$ cat src/rtl/uart_rx_frame_parser_if.sv
// Byte-in / word-out bundle between uart_rx, the frame parser and the host-side consumers.
// master = byte source and result consumer; slave = the parser itself.
interface uart_rx_frame_parser_if #(
    parameter int DATA_WIDTH   = 8,
    parameter int INDATA_WIDTH = 32
);
    logic [DATA_WIDTH-1:0]   rx_data;
    logic                    rx_valid;
    logic [INDATA_WIDTH-1:0] data_out;
    logic                    data_valid;
    logic                    frame_err;
    logic [15:0]             err_cnt;
    logic                    busy;

    modport master (
        output rx_data, rx_valid,
        input  data_out, data_valid, frame_err, err_cnt, busy
    );

    modport slave (
        input  rx_data, rx_valid,
        output data_out, data_valid, frame_err, err_cnt, busy
    );
endinterface

$ cat src/rtl/uart_rx_frame_parser.sv
// Recovers [TX_HEADER, BYTE_NUM payload bytes LSB-first, TX_ENDER] frames from a uart_rx byte stream.
// Optional inter-byte timeout: define UART_RX_FRAME_TIMEOUT_EN.
module uart_rx_frame_parser #(
    parameter int                    DATA_WIDTH     = 8,
    parameter int                    INDATA_WIDTH   = 32,
    parameter logic [DATA_WIDTH-1:0] TX_HEADER      = 8'hFF,
    parameter logic [DATA_WIDTH-1:0] TX_ENDER       = 8'hEE,
    parameter int                    TIMEOUT_CYCLES = 100_000
) (
    input  logic                     clk,
    input  logic                     rst,
    uart_rx_frame_parser_if.slave    rx_if
);
    localparam int BYTE_NUM = INDATA_WIDTH / DATA_WIDTH;
    localparam int IDX_W    = (BYTE_NUM > 1) ? $clog2(BYTE_NUM) : 1;
    localparam logic [IDX_W-1:0] LAST_IDX = IDX_W'(BYTE_NUM - 1);

    typedef enum logic [1:0] {
        IDLE  = 2'd0,
        BODY  = 2'd1,
        ENDER = 2'd2
    } state_e;

    state_e                  state_q, state_d;
    logic [IDX_W-1:0]        idx_q, idx_d;
    logic [INDATA_WIDTH-1:0] payload_q, payload_d;
    logic [INDATA_WIDTH-1:0] data_out_q, data_out_d;
    logic                    data_valid_q, data_valid_d;
    logic                    frame_err_q, frame_err_d;
    logic [15:0]             err_cnt_q, err_cnt_d;
    logic                    busy_q, busy_d;
    logic                    err_inc;

`ifdef UART_RX_FRAME_TIMEOUT_EN
    localparam int TMO_W = $clog2(TIMEOUT_CYCLES + 1);
    localparam logic [TMO_W-1:0] TMO_LAST = TMO_W'(TIMEOUT_CYCLES - 1);
    logic [TMO_W-1:0] tmo_cnt_q, tmo_cnt_d;
`else
    logic unused_timeout_cfg;
    assign unused_timeout_cfg = ^TIMEOUT_CYCLES;
`endif

    // NOTE: every _d is given its hold value first so no path through the case infers a latch.
    always_comb begin
        state_d      = state_q;
        idx_d        = idx_q;
        payload_d    = payload_q;
        data_out_d   = data_out_q;
        data_valid_d = 1'b0;
        frame_err_d  = 1'b0;
        err_inc      = 1'b0;

        if (rx_if.rx_valid) begin
            unique case (state_q)
                IDLE: begin
                    if (rx_if.rx_data == TX_HEADER) begin
                        state_d = BODY;
                        idx_d   = '0;
                    end
                end
                BODY: begin
                    for (int i = 0; i < BYTE_NUM; i++) begin
                        if (idx_q == IDX_W'(i)) begin
                            payload_d[i*DATA_WIDTH +: DATA_WIDTH] = rx_if.rx_data;
                        end
                    end
                    if (idx_q == LAST_IDX) begin
                        state_d = ENDER;
                    end else begin
                        idx_d = idx_q + IDX_W'(1);
                    end
                end
                ENDER: begin
                    if (rx_if.rx_data == TX_ENDER) begin
                        data_out_d   = payload_q;
                        data_valid_d = 1'b1;
                        state_d      = IDLE;
                    end else begin
                        frame_err_d = 1'b1;
                        err_inc     = 1'b1;
                        // A header in the ender slot is taken as the start of the next frame.
                        if (rx_if.rx_data == TX_HEADER) begin
                            state_d = BODY;
                            idx_d   = '0;
                        end else begin
                            state_d = IDLE;
                        end
                    end
                end
                default: state_d = IDLE;
            endcase
        end

`ifdef UART_RX_FRAME_TIMEOUT_EN
        tmo_cnt_d = '0;
        if (state_q != IDLE && !rx_if.rx_valid) begin
            if (tmo_cnt_q == TMO_LAST) begin
                frame_err_d = 1'b1;
                err_inc     = 1'b1;
                state_d     = IDLE;
            end else begin
                tmo_cnt_d = tmo_cnt_q + TMO_W'(1);
            end
        end
`endif

        err_cnt_d = (err_inc && err_cnt_q != 16'hFFFF) ? err_cnt_q + 16'd1 : err_cnt_q;
        busy_d    = (state_d != IDLE);
    end

    // NOTE: state registers use non-blocking assignment so every flop samples pre-edge values.
    always_ff @(posedge clk or posedge rst) begin
        if (rst) begin
            state_q      <= IDLE;
            idx_q        <= '0;
            payload_q    <= '0;
            data_out_q   <= '0;
            data_valid_q <= 1'b0;
            frame_err_q  <= 1'b0;
            err_cnt_q    <= '0;
            busy_q       <= 1'b0;
`ifdef UART_RX_FRAME_TIMEOUT_EN
            tmo_cnt_q    <= '0;
`endif
        end else begin
            state_q      <= state_d;
            idx_q        <= idx_d;
            payload_q    <= payload_d;
            data_out_q   <= data_out_d;
            data_valid_q <= data_valid_d;
            frame_err_q  <= frame_err_d;
            err_cnt_q    <= err_cnt_d;
            busy_q       <= busy_d;
`ifdef UART_RX_FRAME_TIMEOUT_EN
            tmo_cnt_q    <= tmo_cnt_d;
`endif
        end
    end

    assign rx_if.data_out   = data_out_q;
    assign rx_if.data_valid = data_valid_q;
    assign rx_if.frame_err  = frame_err_q;
    assign rx_if.err_cnt    = err_cnt_q;
    assign rx_if.busy       = busy_q;
endmodule
$ cat src/flat_wrapper.sv
// flat-port wrapper written by rule: the top's interface ports become plain ports
module uart_rx_frame_parser_flat 
#(
    parameter int                    DATA_WIDTH     = 8,
    parameter int                    INDATA_WIDTH   = 32,
    parameter logic [DATA_WIDTH-1:0] TX_HEADER      = 8'hFF,
    parameter logic [DATA_WIDTH-1:0] TX_ENDER       = 8'hEE,
    parameter int                    TIMEOUT_CYCLES = 100_000
)
  (clk, rst, rx_if_rx_data, rx_if_rx_valid, rx_if_data_out, rx_if_data_valid, rx_if_frame_err, rx_if_err_cnt, rx_if_busy);
  uart_rx_frame_parser_if #(.DATA_WIDTH(DATA_WIDTH), .INDATA_WIDTH(INDATA_WIDTH)) rx_if_i ();
  input  logic clk;
  input  logic rst;
  input wire logic [$bits(rx_if_i.rx_data)-1:0] rx_if_rx_data;
  input wire logic [$bits(rx_if_i.rx_valid)-1:0] rx_if_rx_valid;
  output wire logic [$bits(rx_if_i.data_out)-1:0] rx_if_data_out;
  output wire logic [$bits(rx_if_i.data_valid)-1:0] rx_if_data_valid;
  output wire logic [$bits(rx_if_i.frame_err)-1:0] rx_if_frame_err;
  output wire logic [$bits(rx_if_i.err_cnt)-1:0] rx_if_err_cnt;
  output wire logic [$bits(rx_if_i.busy)-1:0] rx_if_busy;
  assign rx_if_i.rx_data = rx_if_rx_data;
  assign rx_if_i.rx_valid = rx_if_rx_valid;
  assign rx_if_data_out = rx_if_i.data_out;
  assign rx_if_data_valid = rx_if_i.data_valid;
  assign rx_if_frame_err = rx_if_i.frame_err;
  assign rx_if_err_cnt = rx_if_i.err_cnt;
  assign rx_if_busy = rx_if_i.busy;
  uart_rx_frame_parser #(.DATA_WIDTH(DATA_WIDTH), .INDATA_WIDTH(INDATA_WIDTH), .TX_HEADER(TX_HEADER), .TX_ENDER(TX_ENDER), .TIMEOUT_CYCLES(TIMEOUT_CYCLES)) u_core (.clk(clk), .rst(rst), .rx_if(rx_if_i));
endmodule
$ cat config.mk
export PLATFORM = sky130hd
export DESIGN_NAME = uart_rx_frame_parser_flat
export DESIGN_NICKNAME = d
export VERILOG_FILES = /design/src/rtl/uart_rx_frame_parser_if.sv /design/src/rtl/uart_rx_frame_parser.sv /design/src/flat_wrapper.sv
export SDC_FILE = /design/constraint.sdc
export NUM_CORES = 1
export LEC_CHECK = 0
export ABC_AREA = 1
export BUFFER_PORTS_ARGS = -buffer_cell sky130_fd_sc_hd__buf_2
export CAP_MARGIN = 20
export CELL_PAD_IN_SITES_DETAIL_PLACEMENT = 0
export CELL_PAD_IN_SITES_GLOBAL_PLACEMENT = 1
export CORE_MARGIN = 10
export CORE_UTILIZATION = 45
export CTS_CLUSTER_DIAMETER = 100
export DETAILED_ROUTE_END_ITERATION = 10
export GPL_TIMING_DRIVEN = 0
export PLACE_DENSITY_LB_ADDON = 0.1
export SYNTH_ARGS = -nofsm -noshare
export SYNTH_HDL_FRONTEND = slang
export SYNTH_SLANG_ARGS = --single-unit
$ cat constraint.sdc
create_clock -name clk -period 6.9 [get_ports clk]
set_clock_uncertainty 0.05 [all_clocks]
set_input_delay 0.345 -clock clk [delete_from_list [all_inputs] [get_ports clk]]
set_output_delay 0.345 -clock clk [all_outputs]
set_load 0.005 [all_outputs]
# Yosys cells after proc, flatten, opt, wreduce, memory -nomap -nowiden
# Index checks and enable logic that the tools add are counted.
[classes]
add_sub_neg = 2
eq_ne = 10
n_mux = 16
n_reduce_logical = 11
[op_table]
columns = ["op", "n"]
rows = [
  ["$add 16x1->16 const B", 1],
  ["$eq 8x8->1 const B", 2],
  ["$ne 16x16->1 const B", 1],
  ["$reduce_and 3->1", 5],
  ["$mux 2", 7],
  ["$pmux 2 s3", 2],
  ["$mux 1", 7],
  ["$eq 2x2->1 const B", 3],
  ["$eq 2x1->1 const B", 2],
  ["$logic_not 2->1", 2],
  ["$ne 2x2->1 const B", 2],
  ["$reduce_and 4->1", 1],
  ["$reduce_bool 3->1", 1],
  ["$add 2x1->2 const B", 1],
  ["$reduce_bool 2->1", 1],
  ["$logic_and 1x1->1", 1],
]
[totals]
register_bits = 87
in_bits = 11
out_inout_bits = 51
wordCells = 50

# Longest topological paths before layout
# Gate-level depths: netlist of run 1.
[logic_depth]
ltp_word = 6
mapped_depth = 10
ltp_nobuf = 9

# Worst setup path after synthesis of run 1
# OpenSTA, ideal clock, no wires.
[synth_timing]
path_type = "reg-to-reg"
start = "register u_core.err_cnt_q[0] (netlist: u_core.rx_if.err_cnt[0])"
end = "register u_core.err_cnt_q[5] (netlist: u_core.rx_if.err_cnt[5])"
setup_ns = 0.117
t_arrival_ns = 1.449
required_ns = 6.733
path_slack_ns = 5.284
path_stages_with_launch = 10
path_buffers = 1
period_less_slack_ns = 1.616
cell_sequence = "dfrtp_1 > ha_1 > inv_1 > nor2_4 > nand2_2 > nor2_4 > nor2_2 > buf_2 > nand2_1 > nand2_1"
[synth_via]
elab_chain_cells = 2
word_cells_on_any_way = 3
classes_between = "1 x add/sub; 1 x eq/ne; 1 x reduce/logical"
[synth_lines]
columns = ["element", "line_no", "rtl"]
rows = [
  ["start: declaration", "uart_rx_frame_parser.sv:30", "logic [15:0] err_cnt_q, err_cnt_d;"],
  ["start signal: assignment", "uart_rx_frame_parser.sv:132", "err_cnt_q <= err_cnt_d;"],
  ["branches (longest 2 deep; another with $add 16x1->16)", "-", ""],
]
# Parallel ways; which one is timed is not known.
# A chain may end at the register's enable or synchronous reset.

# Worst setup path after layout of run 1
[layout_timing]
start = "register u_core.err_cnt_q[0] (netlist: u_core.rx_if.err_cnt[0])"
end = "register u_core.err_cnt_q[0] (netlist: u_core.rx_if.err_cnt[0])"
# Same word-level chain as after synthesis.

==> summary.md, run 1 <==
| Metric | Value |
|---|---|
| Outcome | `completed` |
| RR Endpoint | `u_core.rx_if.err_cnt[0]` |
| Antenna diode count | `0` |
| 1st-iter DRT viols | `145` |
| Largest net degree at the start of global routing | `74` |
| Netlist Area Pre-Place | `3796 um2` |
| Slew Viols, Final | `0` |
| Post-place setup slack | `4998 ps` |
| Worst setup margin | `5000 ps` |
| Period minus WS final | `1900 ps` |
| Die height | `111.8 um` |
| Post-route clock period utilization | `0.2754` |
| Top cell type's share of synthesized area | `0.5735` |
| Mapped Nets | `464` |
| H-Tree Depth | `3` |
| Slew HR | `0.6916` |
| Routability cong. | `0.8211` |
| Longest Clk Path Bufs | `2` |
| Global-route wire length before repair | `14.50 mm` |
| CTS tree | `yes` |
| CTS clk-pin slew, worst paths | `90 ps` |
| Setup CP Type | `reg2reg` |
| Worst r2r src | `u_core.rx_if.err_cnt[0]` |
| Grt peak-use layer | `met2` |
| Critical Path End | `u_core.rx_if.err_cnt[0]` |
| Worst-Skew Late Latency | `350 ps` |
| Vias in the first global route | `around 3000` |
| Register area share after synthesis | `0.5735` |
| Maximum vdd drop | `0.1201 mV` |
| Mean post-synth cell area | `8.474 um2` |
| Fmax achieved | `526.2 MHz` |
| Max-cap violations | `0` |
| Worst-Margin Slew | `462.5 ps` |
| Max FO, Critical Path | `10` |
| Mapped Cells | `about 450` |
| Wirelength, routed | `roughly 8.5 mm` |
| CTS buffer count | `9` |
| Initial Util | `0.4620` |
| Drt first pass iters | `4` |
| Met1 usage | `0.1784` |
| CP endpoint kind | `register` |
| Hold buffers post-CTS | `1` |
| Final nets | `538` |
| RSZ-0062 raised after global routing | `false` |
| Logic depth of the worst register-to-register path | `9` |
| Hold Crit Class | `in2reg` |
| Yosys top cell by area | `dfrtp_1` |
| Count of final hold-check violations | `0` |
| Seq cells post-synth | `slightly below 90` |
| Post-DP HPWL | `6.340 mm` |
| Cell Area, Placed | `4263 um2` |
| Crit path launch type | `register` |
| Post-CTS setup buffer count | `0` |
| Final setup vio count | `0` |
| Post-DRT Antenna Nets | `0` |
| Post-synth cell types | `24` |
| Met3 Use GR | `0.03435` |
| Die footprint | `around 13000 um2` |
| Post-CTS Resized | `0` |
| Routed len/inst | `13.50 um` |
| Final setup TNS | `0 ps` |
| Yosys Warn Count | `0` |
| Met2 track demand over resource | `0.2218` |
| FP Rows | `33` |
| PortBufs | `61` |
| CP Data Arrival Time | `2130 ps` |
| Area Growth Syn to Fin | `17.73%` |
| Core Footprint | `8217 um2` |
| Share of layout cells above drive strength 1 | `0.1879` |
| Total power | `1074 uW` |
| Synth area leaders | `dfrtp_1, nand2_1, o21ai_0` |
| WP data required | `between 7000 and 8000 ps` |
| Power per cell area | `240.4 nW/um2` |
| Antenna violations before repair | `0` |
| TritonCTS Sinks | `87` |
| GRT Total Usage | `0.1387` |
| CP startpoint | `u_core.rx_if.err_cnt[0]` |
| Leakage power | `0.002330 uW` |
| CTS root buffer | `clkbuf_8` |
| Grt ovf | `0` |
| R2R Setup Slk | `5000 ps` |
| Total number of vias | `2975` |
| Die width | `approximately 110 um` |
| DRC | `0` |
| Vias/cell | `approximately 4.7` |
| I/O Pins | `62` |
| Final non-filler cell area | `4469 um2` |
| Commonest non-fill, non-tap cells in the layout | `nand2_1, dfrtp_1, buf_2` |
| Commonest non-fill, non-tap cell in the layout | `nand2_1` |
==> cell families after synthesis <==
kind of cell / Yosys count / synth area share
flip-flops: 87 / 0.5735
AO/OA/AOI/OAI: 69 / 0.09163
XOR/XNOR: 7 / 0.01615
adder cells (fa/ha/maj): 5 / 0.01648
buffers and inverters: 74 / 0.07679
AND/OR/NAND/NOR: 206 / 0.2254
==> synthesized netlist by cell type, drive strengths merged <==
cell	number
inv	62
dfrtp	87
nor2	23
clkbuf	6
a21oi	2
buf	6
ha	5
o21ai	66
nor4	1
nand4	7
nand2	165
nand3	9
xnor2	4
nor3	1
o211ai	1
xor2	3
==> layer usage <==
layer,vias to the layer above,routed length [um]
met4,0,75
li1,1535,-
met3,6,385
met5,-,0
met1,1389,4032
met2,45,4037
==> power breakdown <==
part	switching [uW]	total [uW]	internal, uW	leakage [uW]
combinational	73.4	119	45.6	0.00107
sequential	34.3	603	569	0.00116
clock	183	352	169	0.0000968
==> sequential cells by signal, summed over array words and instances, names as in the netlist <==
register,cells
u_core.rx_if.data_out,32
u_core.rx_if.err_cnt,16
u_core.idx_q,2
u_core.state_q,2
u_core.rx_if.frame_err,1
u_core.rx_if.busy,1
u_core.rx_if.data_valid,1
u_core.payload_q,32
==> critical path, stage by stage (launching register included) <==
cell,delay (ps)
dfrtp_1,460
ha_1,310
inv_1,120
nor2_4,60
nand2_2,100
nor2_4,50
nor2_2,270
buf_2,290
nand2_1,70
nand2_1,70
==> through the flow <==
stage,cells,hold slack [ps],utilization
final,632,194.4,0.5439
after global routing,632,186.6,0.5439
after CTS,632,176.1,0.5439
after detailed placement,615,240.6,0.5188
after global placement,614,410.2,0.5152
after floorplan,448,402.1,-
==> worst min-delay path by stage <==
stage / startpoint / to / cells after the start
finish: rx_if_rx_data[7] / u_core.payload_q[31] / 3
global placement: u_core.rx_if.data_out[7] / u_core.rx_if.data_out[7] / 2
CTS: rx_if_rx_data[7] / u_core.payload_q[31] / 3
floorplan: u_core.state_q[0] / u_core.rx_if.data_valid / 1
global route: rx_if_rx_data[1] / u_core.payload_q[25] / 3
detailed placement: rst / u_core.rx_if.data_out[14] / 2
==> cell type report <==
| type | count | area (um2) |
|---|---|---|
| Fill cell | 807 | 3747 |
| Sequential cell | 87 | 2177 |
| Multi-Input combinational cell | 287 | 1328 |
| Timing Repair Buffer | 63 | 342.8 |
| Inverter | 62 | 235.2 |
| Tap cell | 105 | 131.4 |
| Clock buffer | 10 | 127.6 |
| Clock inverter | 6 | 68.82 |
| Buffer | 12 | 58.81 |
Note: power is estimated with default switching activity, not from simulation.
==> run 2, diff against run 1 <==
- CORE_UTILIZATION: 45 -> 38
- clock period: 6.9 -> 1.6 ns (I/O delays scaled with it)
==> run 2 against run 1 <==
  * Design area is 6.0% higher
  * Combinational power rose to 4.7 times the previous value
  * Total power grew to 4.4 times the previous value
  * Critical path type unchanged
  * Critical path depth fell by 2
  * Hold slack lost 170 ps
  * Sequential power grew to 4.3 times the previous value
  * Register-to-register slack lost 4900 ps
  * Sequential cell count is the same
==> summary.md, run 2 (synthesis results as in run 1) <==
| Metric | Value |
|---|---|
| Period minus WS final | `1478 ps` |
| Count of final hold-check violations | `0` |
| Routed len/inst | `13.69 um` |
| Area of the multi-input gates | `1380 um2` |
| Post-DP HPWL | `6.834 mm` |
| Wirelength, routed | `9.253 mm` |
| Filler cells | `approximately 1000` |
| Die width | `120.0 um` |
| Post-place setup slack | `-277.5 ps` |
| Post-route clock period utilization | `0.9240` |
| Antenna violations before repair | `0` |
| Crit path launch type | `register` |
| Commonest non-fill, non-tap cell in the layout | `nand2_1` |
| Post-DRT Antenna Nets | `0` |
| Maximum vdd drop | `0.4262 mV` |
| Global-route wire length before repair | `15.98 mm` |
| Worst setup margin | `121.6 ps` |
| Largest net degree at the start of global routing | `40` |
| CTS buffer count | `9` |
| FP Rows | `36` |
| CP endpoint kind | `register` |
| Max FO, Critical Path | `10` |
| Outcome | `completed` |
| Core Footprint | `just under 10000 um2` |
| DRC | `0` |
| Final setup TNS | `0 ps` |
| Leakage power | `0.002400 uW` |
| Vias in the first global route | `3162` |
| Die footprint | `approximately 14000 um2` |
| Total number of vias | `3077` |
| Longest Clk Path Bufs | `2` |
| Register Area | `2188 um2` |
| Cells after DPL | `644` |
| Slew HR | `0.6577` |
| Max-cap violations | `0` |
| Routability cong. | `just under 0.8` |
| Setup CP Type | `reg2reg` |
| Area Growth Syn to Fin | `24.82%` |
| Initial Util | `0.3884` |
| Cell Area, Placed | `4314 um2` |
| Final non-filler cell area | `4738 um2` |
| Final non-filler cell total | `676` |
| Drt first pass iters | `4` |
| Commonest non-fill, non-tap cells in the layout | `nand2_1, dfrtp_1, buf_2` |
| CTS clk-pin slew, worst paths | `90 ps` |
| WP data required | `1780 ps` |
| H-Tree Depth | `3` |
| Hold Crit Class | `in2reg` |
| PortBufs | `61` |
| Power per cell area | `996.8 nW/um2` |
| 1st-iter DRT viols | `199` |
| Worst-Margin Slew | `roughly 510 ps` |
| Share of layout cells above drive strength 1 | `0.2320` |
| CP Data Arrival Time | `1660 ps` |
| Vias/cell | `4.552` |
| GRT Total Usage | `0.1357` |
| Final setup vio count | `0` |
| Die height | `between 100 and 150 um` |
| Antenna diode count | `0` |
| Slew Viols, Final | `0` |
| CTS root buffer | `clkbuf_8` |
| Total power | `4723 uW` |
| CTS tree | `yes` |
| Grt ovf | `0` |
| Fmax achieved | `676.4 MHz` |
| Final nets | `554` |
| I/O Pins | `62` |
| Worst-Skew Late Latency | `around 350 ps` |
| TritonCTS Sinks | `87` |
==> run 2: cell types whose count changed in the layout (fill, tap and decap cells not counted), sizes merged <==
cell	change
dlygate4sd3	+9
clkinv	-1
clkinvlp	+1
inv	-2
buf	+7
clkbuf	+2
==> run 2: what timing repair did <==
| action | in CTS | in global routing |
|---|---|---|
| hold buffers | 10 | 0 |
| pin swaps | 1 | 4 |
| endpoints found under the setup margin | 28 | 57 |
| hold endpoints to repair | 31 | 0 |
| gates resized for setup | 13 | 26 |
| setup buffers | 2 | 5 |
==> run 2: metrics by stage <==
stage            util  hold slack (ps)
5_1_grt        0.4848            42.54
4_1_cts        0.4759            26.69
2_1_floorplan       -            151.0
3_5_place_dp   0.4414            92.80
6_report       0.4848            28.47
3_3_place_gp   0.4373            280.8
==> run 2: layout make-up <==
class,instances,share of cell area
Buffer,11,0.01452
Sequential cell,87,0.4618
Timing Repair Buffer,80,0.1051
Multi-Input combinational cell,287,0.2913
Clock buffer,12,0.03063
Tap cell,133,0.03512
Inverter,62,0.04991
Clock inverter,4,0.01162
==> run 2: path summary, 6_finish.rpt <==
| check | cells after the start | start | slack (ps) | to |
|---|---|---|---|---|
| setup / recovery | 7 | u_core.state_q[1] | 120 | u_core.payload_q[9] |
| hold / removal | 3 | rx_if_rx_data[7] | 30 | u_core.payload_q[15] |
| setup reg to reg | 7 | u_core.state_q[1] | 120 | u_core.payload_q[9] |
| hold reg to reg | 2 | u_core.rx_if.data_out[15] | 440 | u_core.rx_if.data_out[15] |
| max in group asynchronous | 5 | rst | 450 | u_core.rx_if.err_cnt[10] |
| min in group asynchronous | 3 | rst | 240 | u_core.rx_if.data_out[6] |
==> run 2: where the power goes <==
part | switching [uW] | total, uW | internal, uW
registers | 148 | 2600 | 2450
logic | 336 | 556 | 221
clock network | 793 | 1570 | 772
total | 1280 | 4720 | 3450
==> run 2: critical path, stage by stage, from the launching register on <==
cell and delay, ps:
dfrtp_1 430, nor2_2 190, nand2_2 110, inv_2 100
nand2_2 130, buf_2 210, nand2_1 70, o21ai_0 70
==> run 2: layer usage <==
layer | track usage | wire length, um | vias up
met5 | 0 | 0 | -
met4 | 0.04902 | 135 | 0
met3 | 0.02860 | 342 | 12
met2 | 0.2187 | 4338 | 44
met1 | 0.1763 | 4436 | 1447
li1 | - | - | 1574
